[config.mk]
export PLATFORM = sky130hd
export DESIGN_NAME = fifo_stream_reader_flat
export DESIGN_NICKNAME = d
export VERILOG_FILES = /design/src/rtl/fifo_stream_reader_if.sv /design/src/rtl/fifo_stream_reader.sv /design/src/flat_wrapper.sv
export SDC_FILE = /design/constraint.sdc
export NUM_CORES = 1
export LEC_CHECK = 0
export BUFFER_PORTS_ARGS = -buffer_cell sky130_fd_sc_hd__clkbuf_2
export CORE_MARGIN = 2
export CORE_UTILIZATION = 62
export CTS_BUF_LIST = sky130_fd_sc_hd__clkbuf_8
export DETAILED_ROUTE_END_ITERATION = 10
export GPL_TIMING_DRIVEN = 0
export PLACE_DENSITY = 0.87
export REMOVE_ABC_BUFFERS = 1
export SLEW_MARGIN = 20
export SYNTH_ARGS = -nofsm -noshare
export SYNTH_HDL_FRONTEND = slang
export SYNTH_SLANG_ARGS = --single-unit
export TNS_END_PERCENT = 30
[constraint.sdc]
create_clock -name clk -period 5.55 [get_ports clk]
set_clock_uncertainty 0.05 [all_clocks]
set_input_delay 0.2775 -clock clk [delete_from_list [all_inputs] [get_ports clk]]
set_output_delay 0.2775 -clock clk [all_outputs]
set_load 0.02 [all_outputs]
[src/rtl/fifo_stream_reader_if.sv]
// Stream side of fifo_stream_reader: valid/ready beats with packet framing.
//   m_valid : beat available (driven by master)
//   m_ready : consumer accepts the beat (driven by slave)
//   m_data  : beat payload, WIDTH bits
//   m_last  : final beat of the current packet
interface fifo_stream_reader_if #(
  parameter int WIDTH = 4
);
  logic             m_valid;
  logic             m_ready;
  logic [WIDTH-1:0] m_data;
  logic             m_last;

  modport master (output m_valid, output m_data, output m_last, input m_ready);
  modport slave  (input m_valid, input m_data, input m_last, output m_ready);
endinterface

[src/rtl/fifo_stream_reader.sv]
// fifo_stream_reader: drains a one-cycle-latency FIFO (registered dout) into a
// valid/ready stream, tagging every burst_len+1-th beat with m_last.
// A 2-entry output buffer plus one in-flight read form a credit loop that
// sustains one beat per clock and never drops a beat under backpressure.
//
// Ports:
//   clk, rst_n    clock, async active-low reset (shared with the FIFO)
//   fifo_rden     FIFO read strobe (combinational, never while fifo_empty)
//   fifo_dout     FIFO read data, valid the cycle after fifo_rden
//   fifo_empty    FIFO empty flag
//   fifo_counter  FIFO occupancy
//   burst_len     packet length minus 1, sampled at each packet's start
//   m             stream master (m_valid/m_data/m_last registered, m_ready in)
//
// Optional feature macro: FIFO_RD_WAIT_FULL_BURST_EN
//   When defined, reads for a packet start only once the FIFO holds the whole
//   packet, so a packet never has internal gaps from FIFO underrun.
module fifo_stream_reader #(
  parameter int WIDTH = 4,
  parameter int DEPTH = 16,
  parameter int LEN_W = 8
) (
  input  logic                   clk,
  input  logic                   rst_n,
  output logic                   fifo_rden,
  input  logic [WIDTH-1:0]       fifo_dout,
  input  logic                   fifo_empty,
  input  logic [$clog2(DEPTH):0] fifo_counter,
  input  logic [LEN_W-1:0]       burst_len,
  fifo_stream_reader_if.master   m
);
  typedef struct packed {
    logic [WIDTH-1:0] data;
    logic             last;
  } beat_t;

  beat_t [1:0]      buf_q, buf_d;
  logic [1:0]       occ_q, occ_d;
  logic             infl_q, infl_last_q;
  logic [LEN_W-1:0] rd_cnt_q, len_q, len_eff;
  logic             pop, issue_en, len_ld, last_tag;
  logic [2:0]       credit;

  assign pop       = m.m_valid & m.m_ready;
  assign m.m_valid = (occ_q != 2'd0);
  assign m.m_data  = buf_q[0].data;
  assign m.m_last  = buf_q[0].last;

  // Slots committed after this cycle; pop implies occ_q >= 1, so no underflow.
  assign credit    = 3'(occ_q) + 3'(infl_q) - 3'(pop);
  assign fifo_rden = !fifo_empty & issue_en & (credit < 3'd2);
  assign last_tag  = (rd_cnt_q == len_eff);

  // Shift on pop first, then land the in-flight word in the first free slot.
  always_comb begin
    buf_d = buf_q;
    occ_d = occ_q;
    if (pop) begin
      buf_d[0] = buf_q[1];
      occ_d    = occ_q - 2'd1;
    end
    if (infl_q) begin
      buf_d[occ_d[0]] = {fifo_dout, infl_last_q};
      occ_d           = occ_d + 2'd1;
    end
  end

  always_ff @(posedge clk or negedge rst_n) begin
    if (!rst_n) begin
      buf_q       <= '0;
      occ_q       <= '0;
      infl_q      <= 1'b0;
      infl_last_q <= 1'b0;
      rd_cnt_q    <= '0;
      len_q       <= '0;
    end else begin
      buf_q  <= buf_d;
      occ_q  <= occ_d;
      infl_q <= fifo_rden;
      if (fifo_rden) begin
        infl_last_q <= last_tag;
        rd_cnt_q    <= last_tag ? '0 : rd_cnt_q + LEN_W'(1);
      end
      if (len_ld) len_q <= burst_len;
    end
  end

`ifdef FIFO_RD_WAIT_FULL_BURST_EN
  typedef enum logic {S_IDLE, S_BURST} state_t;
  state_t         state_q, state_d;
  logic [LEN_W:0] need;

  // Packet length is latched on the IDLE->BURST decision so the gate and the
  // framing agree even if burst_len moves before the first read.
  assign need     = {1'b0, burst_len} + (LEN_W+1)'(1);
  assign issue_en = (state_q == S_BURST);
  assign len_eff  = len_q;

  always_ff @(posedge clk or negedge rst_n) begin
    if (!rst_n) state_q <= S_IDLE;
    else        state_q <= state_d;
  end

  always_comb begin
    state_d = state_q;
    len_ld  = 1'b0;
    case (state_q)
      S_IDLE:
        if (rd_cnt_q == '0 && (LEN_W+1)'(fifo_counter) >= need) begin
          state_d = S_BURST;
          len_ld  = 1'b1;
        end
      S_BURST:
        if (fifo_rden && last_tag) state_d = S_IDLE;
      default: state_d = S_IDLE;
    endcase
  end
`else
  logic unused_counter;
  assign unused_counter = ^fifo_counter;
  assign issue_en = 1'b1;
  // First beat of a packet frames against the live burst_len being latched.
  assign len_eff  = (rd_cnt_q == '0) ? burst_len : len_q;
  assign len_ld   = fifo_rden & (rd_cnt_q == '0);
`endif
endmodule

[src/flat_wrapper.sv]
// flat-port wrapper written by rule: the top's interface ports become plain ports
module fifo_stream_reader_flat 
#(
  parameter int WIDTH = 4,
  parameter int DEPTH = 16,
  parameter int LEN_W = 8
)
  (clk, rst_n, fifo_rden, fifo_dout, fifo_empty, fifo_counter, burst_len, m_m_valid, m_m_data, m_m_last, m_m_ready);
  fifo_stream_reader_if #(.WIDTH(WIDTH)) m_i ();
  input  logic clk;
  input  logic rst_n;
  output logic fifo_rden;
  input  logic [WIDTH-1:0] fifo_dout;
  input  logic fifo_empty;
  input  logic [$clog2(DEPTH):0] fifo_counter;
  input  logic [LEN_W-1:0] burst_len;
  output wire logic [$bits(m_i.m_valid)-1:0] m_m_valid;
  output wire logic [$bits(m_i.m_data)-1:0] m_m_data;
  output wire logic [$bits(m_i.m_last)-1:0] m_m_last;
  input wire logic [$bits(m_i.m_ready)-1:0] m_m_ready;
  assign m_m_valid = m_i.m_valid;
  assign m_m_data = m_i.m_data;
  assign m_m_last = m_i.m_last;
  assign m_i.m_ready = m_m_ready;
  fifo_stream_reader #(.WIDTH(WIDTH), .DEPTH(DEPTH), .LEN_W(LEN_W)) u_core (.clk(clk), .rst_n(rst_n), .fifo_rden(fifo_rden), .fifo_dout(fifo_dout), .fifo_empty(fifo_empty), .fifo_counter(fifo_counter), .burst_len(burst_len), .m(m_i));
endmodule
# == Yosys cells after proc, flatten, opt, wreduce, memory -nomap -nowiden ==
# Cells that the tools add are included.
# word_totals
register_bits,30
inputBits,21
out_inout_bits,7
elab_cells,34
# op_classes
add_sub_neg,5
n_lt_le_gt_ge,3
n_eq_ne,1
muxes,9
n_bitwise,3
n_reduce_logical,4
# ops
op,n
two-way mux 8 bit,2
two-way mux 5 bit,3
bitwise mux 10 bit,1
adder 8 x 1 -> 8 bit (second input constant),1
== test 8 bit,1
logical NOT 8 bit,1
demux 5 bit (select 1 bit),1
two-way mux 2 bit,2
adder 2 x 1 -> 3 bit,1
bitwise AND 1 bit,3
less-than comparator 3 x 2 -> 1 bit (second input constant),1
subtractor 3 x 1 -> 3 bit,1
adder 2 x 1 -> 2 bit (second input constant),1
less-than comparator 1 x 2 -> 1 bit (second input constant),1
nonzero test 2 bit,1
subtractor 2 x 1 -> 2 bit (second input constant),1
greater-or-equal comparator 1 bit (second input constant),1
logical AND 1 bit,1
logical NOT 1 bit,1

# == Longest topological paths before layout ==
# Gate-level depths: netlist of run 1.
# depth
word_depth,9
mapped_depth,17
depth_no_buf,16

# == Least setup slack after synthesis of run 1 ==
# No wires, ideal clock.
# synth_path
path_type,reg2reg
from,register u_core.occ_q[1]
to,register u_core.len_q[1]
setup_ns,0.125
t_arrival_ns,3.555
required_time_ns,5.375
setup_slack_ns,1.820
path_stages_with_launch,17
n_path_buf,1
synth_period_minus_slack_ns,3.730
cell_sequence,dfrtp_1 -> inv_1 -> ha_1 -> inv_1 -> nand2_1 -> inv_1 -> ha_1 -> inv_1 -> ha_1 -> clkbuf_1 -> inv_1 -> fa_1 -> xnor2_1 -> nand3b_1 -> inv_1 -> nand3_1 -> mux2_2
# synth_via
elab_chain_len,6
word_cells_on_any_way,7
cone_classes,add/sub (2); order compare (1); bitwise (3); reduce/logical (1)
# synth_rtl
item,line_no,text
start: declaration,fifo_stream_reader.sv:38,"logic [1:0] occ_q, occ_d;"
start signal: assignment,fifo_stream_reader.sv:71,occ_q <= '0;
start signal: assignment,fifo_stream_reader.sv:78,occ_q <= occ_d;
nonzero test 2 bit,fifo_stream_reader.sv:45,assign m.m_valid = (occ_q != 2'd0);
net m_m_valid,flat_wrapper.sv:17,output wire logic [$bits(m_i.m_valid)-1:0] m_m_valid;
bitwise AND 1 bit,fifo_stream_reader.sv:44,assign pop = m.m_valid & m.m_ready;
subtractor 3 x 1 -> 3 bit,fifo_stream_reader.sv:50,assign credit = 3'(occ_q) + 3'(infl_q) - 3'(pop);
less-than comparator 3 x 2 -> 1 bit,fifo_stream_reader.sv:51,assign fifo_rden = !fifo_empty & issue_en & (credit < 3'd2);
bitwise AND 1 bit,fifo_stream_reader.sv:51,
net fifo_rden,flat_wrapper.sv:12,output logic fifo_rden;
bitwise AND 1 bit,fifo_stream_reader.sv:124,assign len_ld = fifo_rden & (rd_cnt_q == '0);
end signal: assignment,fifo_stream_reader.sv:84,if (len_ld) len_q <= burst_len;
end: declaration,fifo_stream_reader.sv:40,"logic [LEN_W-1:0] rd_cnt_q, len_q, len_eff;"
# The timed path passes the listed nets, and every way through them passes these cells.
# A chain may end at the register's enable or synchronous reset.

# == Worst setup path in the final report of run 1 ==
# layout_path
from,register u_core.occ_q[1]
to,register u_core.len_q[3]
# layout_via
elab_chain_len,6
word_cells_on_any_way,7
cone_classes,add/sub (2); order compare (1); bitwise (3); reduce/logical (1)
# layout_rtl
item,line_no
branches (longest 2 deep; another with adder 2 x 1 -> 3 bit),n/a
subtractor 3 x 1 -> 3 bit (*),fifo_stream_reader.sv:50
less-than comparator 3 x 2 -> 1 bit (*),fifo_stream_reader.sv:51
bitwise AND 1 bit (*),fifo_stream_reader.sv:51
bitwise AND 1 bit (*),fifo_stream_reader.sv:124
# Mark *: on every way between the ends.

==> results of run 1 <==
==> kinds of logic (layout without fill, tap and decap cells) <==
group,after synthesis,after routing,synth area share
AND/OR/NAND/NOR,43,43,0.1460
adder cells (fa/ha/maj),6,6,0.05152
AO/OA/AOI/OAI,24,24,0.1116
multiplexers,17,17,0.1155
flip-flops,30,30,0.4684
buffers and inverters,23,47,0.06323
XOR/XNOR,8,8,0.04372
==> worst min-delay path by stage <==
| stage | from | endpoint | slack (ns) | depth (start not counted) |
|---|---|---|---|---|
| floorplan | rst_n | u_core.buf_q[5] | -0.07 | 0 |
| global placement | rst_n | u_core.occ_q[1] | 0.30 | 1 |
| detailed placement | rst_n | u_core.m.m_last | 0.31 | 1 |
| CTS | rst_n | u_core.m.m_last | 0.01 | 1 |
| global route | rst_n | u_core.m.m_last | 0.06 | 1 |
| finish | rst_n | u_core.m.m_last | -0.001 | 1 |
==> cell usage in the layout, fill, tap and decap left out, types with 3 or more instances in the layout <==
master and instances:
clkbuf_8 8, nor2b_1 4, o22ai_1 4, nor2_1 10, dfrtp_1 30, nand3_1 3
ha_1 5, clkbuf_2 22, xnor2_1 8, mux2_2 12, mux2i_1 5, o21ai_0 8
nand2_1 12, inv_1 17
==> final cells by class <==
class,instances,area [um^2],share of cell area
inverter,17,63.81,0.03500
sequential,30,750.7,0.4118
clock buffer,8,110.1,0.06040
tap,30,37.54,0.02059
multi-input combinational,98,750.7,0.4118
timing repair buffer,22,110.1,0.06040
==> sequential cells by signal, indices dropped and copies added (netlist names) <==
register            flops
u_core.m.m_data         4
u_core.rd_cnt_q         8
u_core.buf_q            5
u_core.occ_q            2
u_core.infl_q           1
u_core.infl_last_q      1
u_core.len_q            8
u_core.m.m_last         1
==> power by group through the flow <==
stage                     Combinational [uW]  Sequential (uW)  Clock, uW
after floorplan                          263              370          0
after global placement                   354              362          0
after detailed placement                 378              369          0
after CTS                                381              366        206
after global routing                     423              380        217
final                                    376              368        202
==> critical path: stages (launching register included) <==
cell and delay [ns]:
dfrtp_1 0.43, inv_1 0.08, ha_1 0.13, inv_1 0.05, nand2_1 0.29, inv_1 0.10
ha_1 0.32, inv_1 0.07, ha_1 0.32, inv_1 0.11, fa_1 0.42, xnor2_1 0.16
nand3b_1 0.33, inv_1 0.32, nand3_1 0.38, mux2_2 0.40
==> per-layer routing <==
layer / wire length, um / global-route usage / vias to the layer above / share of wire
met4: 75 / 0.1375 / 0 / 0.024
met1: 1307 / 0.2796 / 574 / 0.41
met2: 1654 / 0.4405 / 47 / 0.52
met5: 0 / 0 / - / 0
li1: - / - / 563 / -
met3: 150 / 0.06011 / 14 / 0.047
==> metrics by stage <==
step                area, um^2    util  setup slack, ns  std cells
global placement          1713  0.6978            1.684        197
global route              1823  0.7426            1.088        205
detailed placement        1713  0.6978            1.442        197
floorplan                 1565       -            1.918        145
finish                    1823  0.7426            1.476        205
CTS                       1823  0.7426            1.404        205
==> run metrics, run 1 <==
Reg clk slew, reported paths ~0.060 ns; final setup fails 0; DR vias/cell approximately 5.8; startpoint types register; Num CTS Buffers 5; cell taking the most area after synthesis dfrtp_1; synth warn 0; Layout area overhead 13.74%; HPWL after DPL approximately 2400 um; sequential share of power 0.389; Post-Route WL 3188 um; worst hold path type primary input to asynchronous set/reset pin; fin crit share 0.7341; total negative slack 0 ns; synth top area cells dfrtp_1 (47%), mux2_2 (8.4%), xnor2_1 (4.4%); Filler cells 174; cts hold-fix bufs 0; sw frac 0.3907; 1st-iter DRT viols 23; worst r2r path cells 15; CTS Sinks 30; DRC errors left 0; Cells after Synth between 150 and 200; FF-to-FF End u_core.len_q[3]; worst slew pin tran between 0.7 and 0.8 ns; Die Span Y 54.85 um; maximum fanout along the worst path 10; RePlAce Congestion approximately 0.89; Post-CTS Setup Repair Bufs 0; Crit Path Category register to register; Die X between 50 and 60 um; syn_area_per_cell 10.61 um^2; vias in the first global route roughly 1.2k; critical path arrival between 4 and 5 ns; mapped cell area approximately 1600 um^2; # resized after CTS 0; largest net degree at the start of global routing 31; ys async rst share 1.000; Rel. slew slack 0.5160; first-pass GRT wire length about 5000 um; internal power 576.4 uW; count leader, synth dfrtp_1; die area around 3000 um^2; Layout Nets 201; gr ovfl total 0; DR vias 1,198; DRT Pass-1 Iters 4; Overall Power roughly 950 uW; post-route ant nets 0; layout cell share with drive strength beyond 1 0.2629; switching pwr 369.6 uW; worst vdd ir roughly 0.0004 V; TritonCTS clock tree built; IO Count 28; Initial Util 0.6529; Inserted Diodes 0; WL/cell between 15 and 20 um; Distinct cells, synth 36; Max Clk Rate roughly 0.25 GHz; combinational group share of total power 0.398; Synth Register Bits 30; Synth top area share 0.4684; Max Slew Vio Count 0; clk_lat worst skew between 0.2 and 0.3 ns; prevailing post-synth register cell dfrtp_1; clk root buf clkbuf_8; Critical Path Start u_core.occ_q[1]; PD cells slightly above 500 nW/um^2; Clock power frac 0.213; failing checks hold timing; Tot GR Track Use 0.2525; Critical Path RT 5.66 ns; Final Hold Fails 2; Worst Setup EP u_core.len_q[3]; minimum clock period after layout slightly above 4 ns; Std-Cell Core Area roughly 2500 um^2; clk buf depth 2; r2r setup slk ~1.5 ns; top cells by count, synth dfrtp_1 (30), inv_1 (17), mux2_2 (12), nand2_1 (12), nor2_1 (10); Crit. End Element register; worst r2r src u_core.occ_q[1]; hold_ws -0.001281 ns; initial antenna violation count 0; MaxCap Viol Count 0; Rows 18; number of port buffers 22; EDFF count, synth 0; post-synthesis sequential area ratio 0.4684; status complete, but fails checks; RSZ-0062 raised after global routing false; htree depth 2; Leak Pwr roughly 0.0009 uW
(Power assumes the default switching activity.)
==> inputs of run 2 (changes only) <==
--- a/config.mk
+++ b/config.mk
@@ -7,11 +7,11 @@
 export LEC_CHECK = 0
 export BUFFER_PORTS_ARGS = -buffer_cell sky130_fd_sc_hd__clkbuf_2
 export CORE_MARGIN = 2
-export CORE_UTILIZATION = 62
+export CORE_UTILIZATION = 57
 export CTS_BUF_LIST = sky130_fd_sc_hd__clkbuf_8
 export DETAILED_ROUTE_END_ITERATION = 10
 export GPL_TIMING_DRIVEN = 0
-export PLACE_DENSITY = 0.87
+export PLACE_DENSITY = 0.81
 export REMOVE_ABC_BUFFERS = 1
 export SLEW_MARGIN = 20
 export SYNTH_ARGS = -nofsm -noshare
==> constraint.sdc (replaced) <==
create_clock -name clk -period 4 [get_ports clk]
set_clock_uncertainty 0.05 [all_clocks]
set_input_delay 0.2 -clock clk [delete_from_list [all_inputs] [get_ports clk]]
set_output_delay 0.2 -clock clk [all_outputs]
set_load 0.02 [all_outputs]
==> run metrics, run 2 (same netlist as run 1, synthesis figures left out) <==
maximum fanout along the worst path 8 (was 10); MaxCap Viol Count 0 (unchanged); Num CTS Buffers 5 (unchanged); Layout Nets 204 (was 201); Die Span Y 57.03 um (was 54.85 um); Layout area overhead 15.61% (was 13.74%); worst vdd ir 0.0004922 V (was 0.0004051 V); most frequent CP cell inv_1 (unchanged); critical path's slowest cell or4_1 (was dfrtp_1); Leak Pwr 0.0009056 uW (was 0.0008944 uW); vias in the first global route 1,186 (was 1,175); Post-Route WL 3092 um (was 3188 um); Crit Path Category register to register (unchanged); post-route ant nets 0 (unchanged); largest net degree at the start of global routing 31 (unchanged); RSZ-0062 raised after global routing false (unchanged); layout cell share with drive strength beyond 1 0.2809 (was 0.2629); commonest non-fill, non-tap cells in the layout dfrtp_1 (30), clkbuf_2 (22), inv_1 (16) (was dfrtp_1 (30), clkbuf_2 (22), inv_1 (17)); DR vias 1,171 (was 1,198); worst slew pin tran 0.7183 ns (was 0.7261 ns); Rel. slew slack 0.5211 (was 0.5160); die area 3252 um^2 (was 3008 um^2); htree depth 2 (unchanged); final core utilization 0.6837 (was 0.7426); CTS Sinks 30 (unchanged); sequential share of power 0.379 (was 0.389); Final Hold Fails 0 (was 2); clk_lat worst skew 0.29 ns (was 0.28 ns); combinational group share of total power 0.403 (was 0.398); CP peak stage delay 0.52 ns (was 0.43 ns); WL/cell 14.79 um (was 15.55 um); r2r setup slk 0.31 ns (was 1.48 ns); worst hold path type primary input to register (was primary input to asynchronous set/reset pin); Tot GR Track Use 0.2244 (was 0.2525); fin crit share 0.9225 (was 0.7341); first-pass GRT wire length 5423 um (was 5133 um); worst r2r path cells 16 (was 15); internal power 827.4 uW (was 576.4 uW); HPWL after DPL 2225 um (was 2426 um); minimum clock period after layout 3.690 ns (was 4.074 ns); cells along the critical path inv_1, ha_1, inv_1, nand2_1, inv_1, ha_1, inv_1, ha_1, inv_1, fa_1, xnor2_1, nand3b_1, buf_4, or4_1, xnor2_1, nor2_1 (was inv_1, ha_1, inv_1, nand2_1, inv_1, ha_1, inv_1, ha_1, inv_1, fa_1, xnor2_1, nand3b_1, inv_1, nand3_1, mux2_2); Inserted Diodes 0 (unchanged); gr ovfl total 0 (unchanged); DRT Pass-1 Iters 4 (unchanged); Std-Cell Core Area 2710 um^2 (was 2455 um^2); IO Count 28 (unchanged); biggest regs u_core.len_q x8, u_core.rd_cnt_q x8, u_core.buf_q x5 (unchanged); clk buf depth 2 (unchanged); number of port buffers 22 (unchanged); hold-critical path depth 3; Die X 57.03 um (was 54.85 um); final worst slack 0.3099 ns (was 1.476 ns); Initial Util 0.5914 (was 0.6529); Reg clk slew, reported paths 0.07 ns (was 0.06 ns); Max Slew Vio Count 0 (unchanged); leading cell type in the layout, fill and taps excluded dfrtp_1 (unchanged); switching pwr 526.0 uW (was 369.6 uW); sw frac 0.3887 (was 0.3907); Crit. End Element register (unchanged); critical path arrival 3.78 ns (was 4.18 ns); PD cells 730.4 nW/um^2 (was 518.9 nW/um^2); Max Clk Rate 0.2710 GHz (was 0.2454 GHz); hold_ws 0.08965 ns (was -0.001281 ns); initial antenna violation count 0 (unchanged); DRC errors left 0 (unchanged); TritonCTS clock tree built (unchanged); final setup fails 0 (unchanged); status completed (was complete, but fails checks); clk root buf clkbuf_8 (unchanged); startpoint types register (unchanged); RePlAce Congestion 0.8730 (was 0.8942); DR vias/cell 5.603 (was 5.844); pre-CTS worst setup slack -0.04201 ns (was 1.442 ns); 1st-iter DRT viols 46 (was 23); Critical Path RT 4.09 ns (was 5.66 ns); Rows 19 (was 18); Clock power frac 0.218 (was 0.213)
==> run 2: changes by cell type in the layout (fill, tap and decap cells not counted), sizes merged <==
cell,change
clkbuf,-3
dlygate4sd3,+1
clkinv,+2
bufinv,+1
buf,+2
==> run 2: final timing paths <==
| kind | startpoint | endpoint |
|---|---|---|
| worst max-delay path | u_core.occ_q[1] | u_core.rd_cnt_q[6] |
| worst min-delay path | fifo_dout[0] | u_core.m.m_data[0] |
| worst max register to register | u_core.occ_q[1] | u_core.rd_cnt_q[6] |
| worst min register to register | u_core.buf_q[7] | u_core.buf_q[7] |
| max in group asynchronous | rst_n | u_core.infl_q |
| min in group asynchronous | rst_n | u_core.m.m_data[0] |
==> run 2: critical path, delay by kind of cell (launching register included) <==
kind	cells	cell delay, ns
flip-flops	1	0.43
adder cells (fa/ha/maj)	4	1.17
XOR/XNOR	2	0.35
AND/OR/NAND/NOR	4	0.99
buffers and inverters	6	0.56
==> run 2: metal layers <==
metal  GRT usage  share of wire
met2      0.3612           0.51
met4      0.1030          0.023
met3     0.08163          0.055
met1      0.2700           0.41
met5           0              0
==> run 2: area by class of cell <==
| type | count | area [um^2] |
|---|---|---|
| Fill cell | 221 | 857.1 |
| Multi-Input combinational cell | 98 | 755.7 |
| Sequential cell | 30 | 750.7 |
| Timing Repair Buffer | 25 | 135.1 |
| Clock buffer | 5 | 68.82 |
| Inverter | 17 | 63.81 |
| Clock inverter | 3 | 40.04 |
| Tap cell | 31 | 38.79 |
==> run 2: stage by stage <==
stage / power (uW) / cells / area (um^2) / setup TNS, ns
6_report: 1353 / 209 / 1853 / 0
5_1_grt: 1451 / 209 / 1853 / 0
4_1_cts: 1339 / 207 / 1838 / 0
3_5_place_dp: 1034 / 198 / 1714 / -0.2070
3_3_place_gp: 994.9 / 198 / 1714 / 0
2_1_floorplan: 878.8 / 145 / 1565 / 0
==> run 2: repair_timing <==
item | in CTS | in global routing
hold endpoints to repair | 30 | 0
gates resized for setup | 1 | 1
setup buffers | 0 | 2
setup endpoints to repair | 6 | 17
pin swaps | 0 | 1
hold buffers | 1 | 0
==> run 2: power groups by stage <==
stage                     Combinational (uW)  Clock, uW  Sequential, uW
after CTS                                527        302             510
after floorplan                          365          0             514
final                                    545        295             514
after detailed placement                 520          0             513
after global placement                   491          0             504
after global routing                     605        320             526
==> inputs of run 3 (changes only) <==
--- a/config.mk
+++ b/config.mk
@@ -7,11 +7,10 @@
 export LEC_CHECK = 0
 export BUFFER_PORTS_ARGS = -buffer_cell sky130_fd_sc_hd__clkbuf_2
 export CORE_MARGIN = 2
-export CORE_UTILIZATION = 57
+export CORE_UTILIZATION = 43
 export CTS_BUF_LIST = sky130_fd_sc_hd__clkbuf_8
 export DETAILED_ROUTE_END_ITERATION = 10
 export GPL_TIMING_DRIVEN = 0
-export PLACE_DENSITY = 0.81
 export REMOVE_ABC_BUFFERS = 1
 export SLEW_MARGIN = 20
 export SYNTH_ARGS = -nofsm -noshare
==> run metrics, run 3 (same netlist as run 1, synthesis figures left out) <==
Max Slew Vio Count 0 (unchanged); Leak Pwr 0.0009022 uW (was 0.0009056 uW); Multi-input gate area 755.7 um^2 (unchanged); clk buf depth 2 (unchanged); placed cell count 215 (was 198); commonest non-fill, non-tap cells in the layout dfrtp_1 (30), clkbuf_2 (22), inv_1 (18) (was dfrtp_1 (30), clkbuf_2 (22), inv_1 (16)); 1st-iter DRT viols 49 (was 46); Die Span Y 65.05 um (was 57.03 um); DRC errors left 0 (unchanged); post-route ant nets 0 (unchanged); DRT Pass-1 Iters 4 (unchanged); WL/cell 13.82 um (was 14.79 um); Rows 22 (was 19); Layout Nets 204 (unchanged); Tot GR Track Use 0.1697 (was 0.2244); clk_lat worst skew 0.29 ns (about the same); worst r2r src u_core.occ_q[1] (unchanged); status completed (unchanged); htree depth 2 (unchanged); Filler cells 370 (was 221); PD cells 693.5 nW/um^2 (was 730.4 nW/um^2); maximum fanout along the worst path 10 (was 8); Initial Util 0.4411 (was 0.5914); biggest regs u_core.len_q x8, u_core.rd_cnt_q x8, u_core.buf_q x5 (unchanged); Post-Route WL 3123 um (was 3092 um); Layout area overhead 15.85% (was 15.61%); IO Count 28 (unchanged); HPWL after DPL 2333 um (was 2225 um); Sequential cell area 750.7 um^2 (unchanged); Reg clk slew, reported paths 0.07 ns (about the same); leading cell type in the layout, fill and taps excluded dfrtp_1 (unchanged); final setup fails 0 (unchanged); initial antenna violation count 0 (unchanged); vias in the first global route 1,194 (was 1,186); Crit Path Category register to register (unchanged); worst vdd ir 0.0002613 V (was 0.0004922 V); Critical Path RT 4.12 ns (was 4.09 ns); layout cell share with drive strength beyond 1 0.2697 (was 0.2809); RSZ-0062 raised after global routing false (unchanged); hold-critical path depth 3 (unchanged); pre-CTS worst setup slack -0.1018 ns (was -0.04201 ns); Inserted Diodes 0 (unchanged); gr ovfl total 0 (unchanged); worst hold path type primary input to register (unchanged); DR vias/cell 5.204 (was 5.603); die area 4232 um^2 (was 3252 um^2); clk root buf clkbuf_8 (unchanged); startpoint types register (unchanged); r2r setup slk 0.37 ns (was 0.31 ns); critical path arrival 3.75 ns (was 3.78 ns); number of port buffers 22 (unchanged); fin crit share 0.9064 (was 0.9225); worst r2r path cells 16 (unchanged); DR vias 1,176 (was 1,171); minimum clock period after layout 3.625 ns (was 3.690 ns); post-route cell area 1857 um^2 (was 1853 um^2); Overall Power 1288 uW (was 1353 uW); Finished Layout Cells 226 (was 209); Rel. slew slack 0.5060 (was 0.5211); FF-to-FF End u_core.len_q[4] (was u_core.rd_cnt_q[6]); largest net degree at the start of global routing 31 (unchanged); CTS Sinks 30 (unchanged); Final Hold Fails 0 (unchanged); Die X 65.05 um (was 57.03 um); final core utilization 0.5110 (was 0.6837); TritonCTS clock tree built (unchanged); MaxCap Viol Count 0 (unchanged); first-pass GRT wire length 5292 um (was 5423 um); final worst slack 0.3745 ns (was 0.3099 ns); worst slew pin tran 0.7410 ns (was 0.7183 ns); Crit. End Element register (unchanged); RePlAce Congestion 0.8387 (was 0.8730); Std-Cell Core Area 3633 um^2 (was 2710 um^2); Num CTS Buffers 5 (unchanged); DP Area 1735 um^2 (was 1714 um^2); Max Clk Rate 0.2758 GHz (was 0.2710 GHz); WHS Endpoint u_core.m.m_data[2] (was u_core.m.m_data[0]); min-delay src fifo_dout[2] (was fifo_dout[0])
[run 3: worst max path at each step]
stage | slack [ns] | depth (start not counted) | from | end
floorplan | 0.37 | 15 | u_core.occ_q[1] | u_core.len_q[1]
global placement | 0.09 | 15 | u_core.occ_q[1] | u_core.len_q[4]
detailed placement | -0.10 | 15 | u_core.occ_q[1] | u_core.len_q[4]
CTS | 0.02 | 15 | u_core.occ_q[1] | u_core.len_q[4]
global route | 0.02 | 16 | u_core.occ_q[1] | u_core.len_q[6]
finish | 0.37 | 16 | u_core.occ_q[1] | u_core.len_q[4]
[run 3: worst max-delay path, stage by stage (launching register included)]
cell and delay (ns):
dfrtp_1 0.43, inv_1 0.07, ha_1 0.13, inv_1 0.04
nand2_1 0.28, inv_1 0.09, ha_1 0.31, inv_1 0.06
ha_1 0.31, inv_1 0.10, fa_1 0.43, xnor2_1 0.16
nand3b_1 0.09, buf_4 0.18, inv_1 0.19, nand3_2 0.24
mux2_2 0.34
[run 3: area by class of cell]
cell class / count / area share
clock buffer: 6 / 0.04447
tap: 48 / 0.03235
sequential: 30 / 0.4043
multi-input combinational: 98 / 0.4070
timing repair buffer: 25 / 0.07278
clock inverter: 2 / 0.004717
inverter: 17 / 0.03437
[run 3: through the flow]
step	hold WS (ns)	setup TNS [ns]
6_report	0.08962	0
5_1_grt	0.09859	0
4_1_cts	0.08255	0
3_3_place_gp	0.2464	0
2_1_floorplan	-0.1456	0
3_5_place_dp	0.2522	-0.5585
[run 3: routing by layer]
metal,routed length (um),GRT usage
met5,0,0
met4,89,0.1068
met3,162,0.05035
met2,1603,0.2899
met1,1268,0.1830
[run 3: timing repair]
item | in CTS | in global routing
pin swaps | 0 | 1
resized for setup | 1 | 0
setup buffers | 0 | 2
endpoints found under the setup margin | 6 | 17
hold buffers | 1 | 0
endpoints found under the hold margin | 30 | 0
[run 3: power by group]
part	switching, uW	total [uW]	internal [uW]
registers	99.5	508	408
clock network	114	250	136
logic	298	529	232
total	511	1290	776
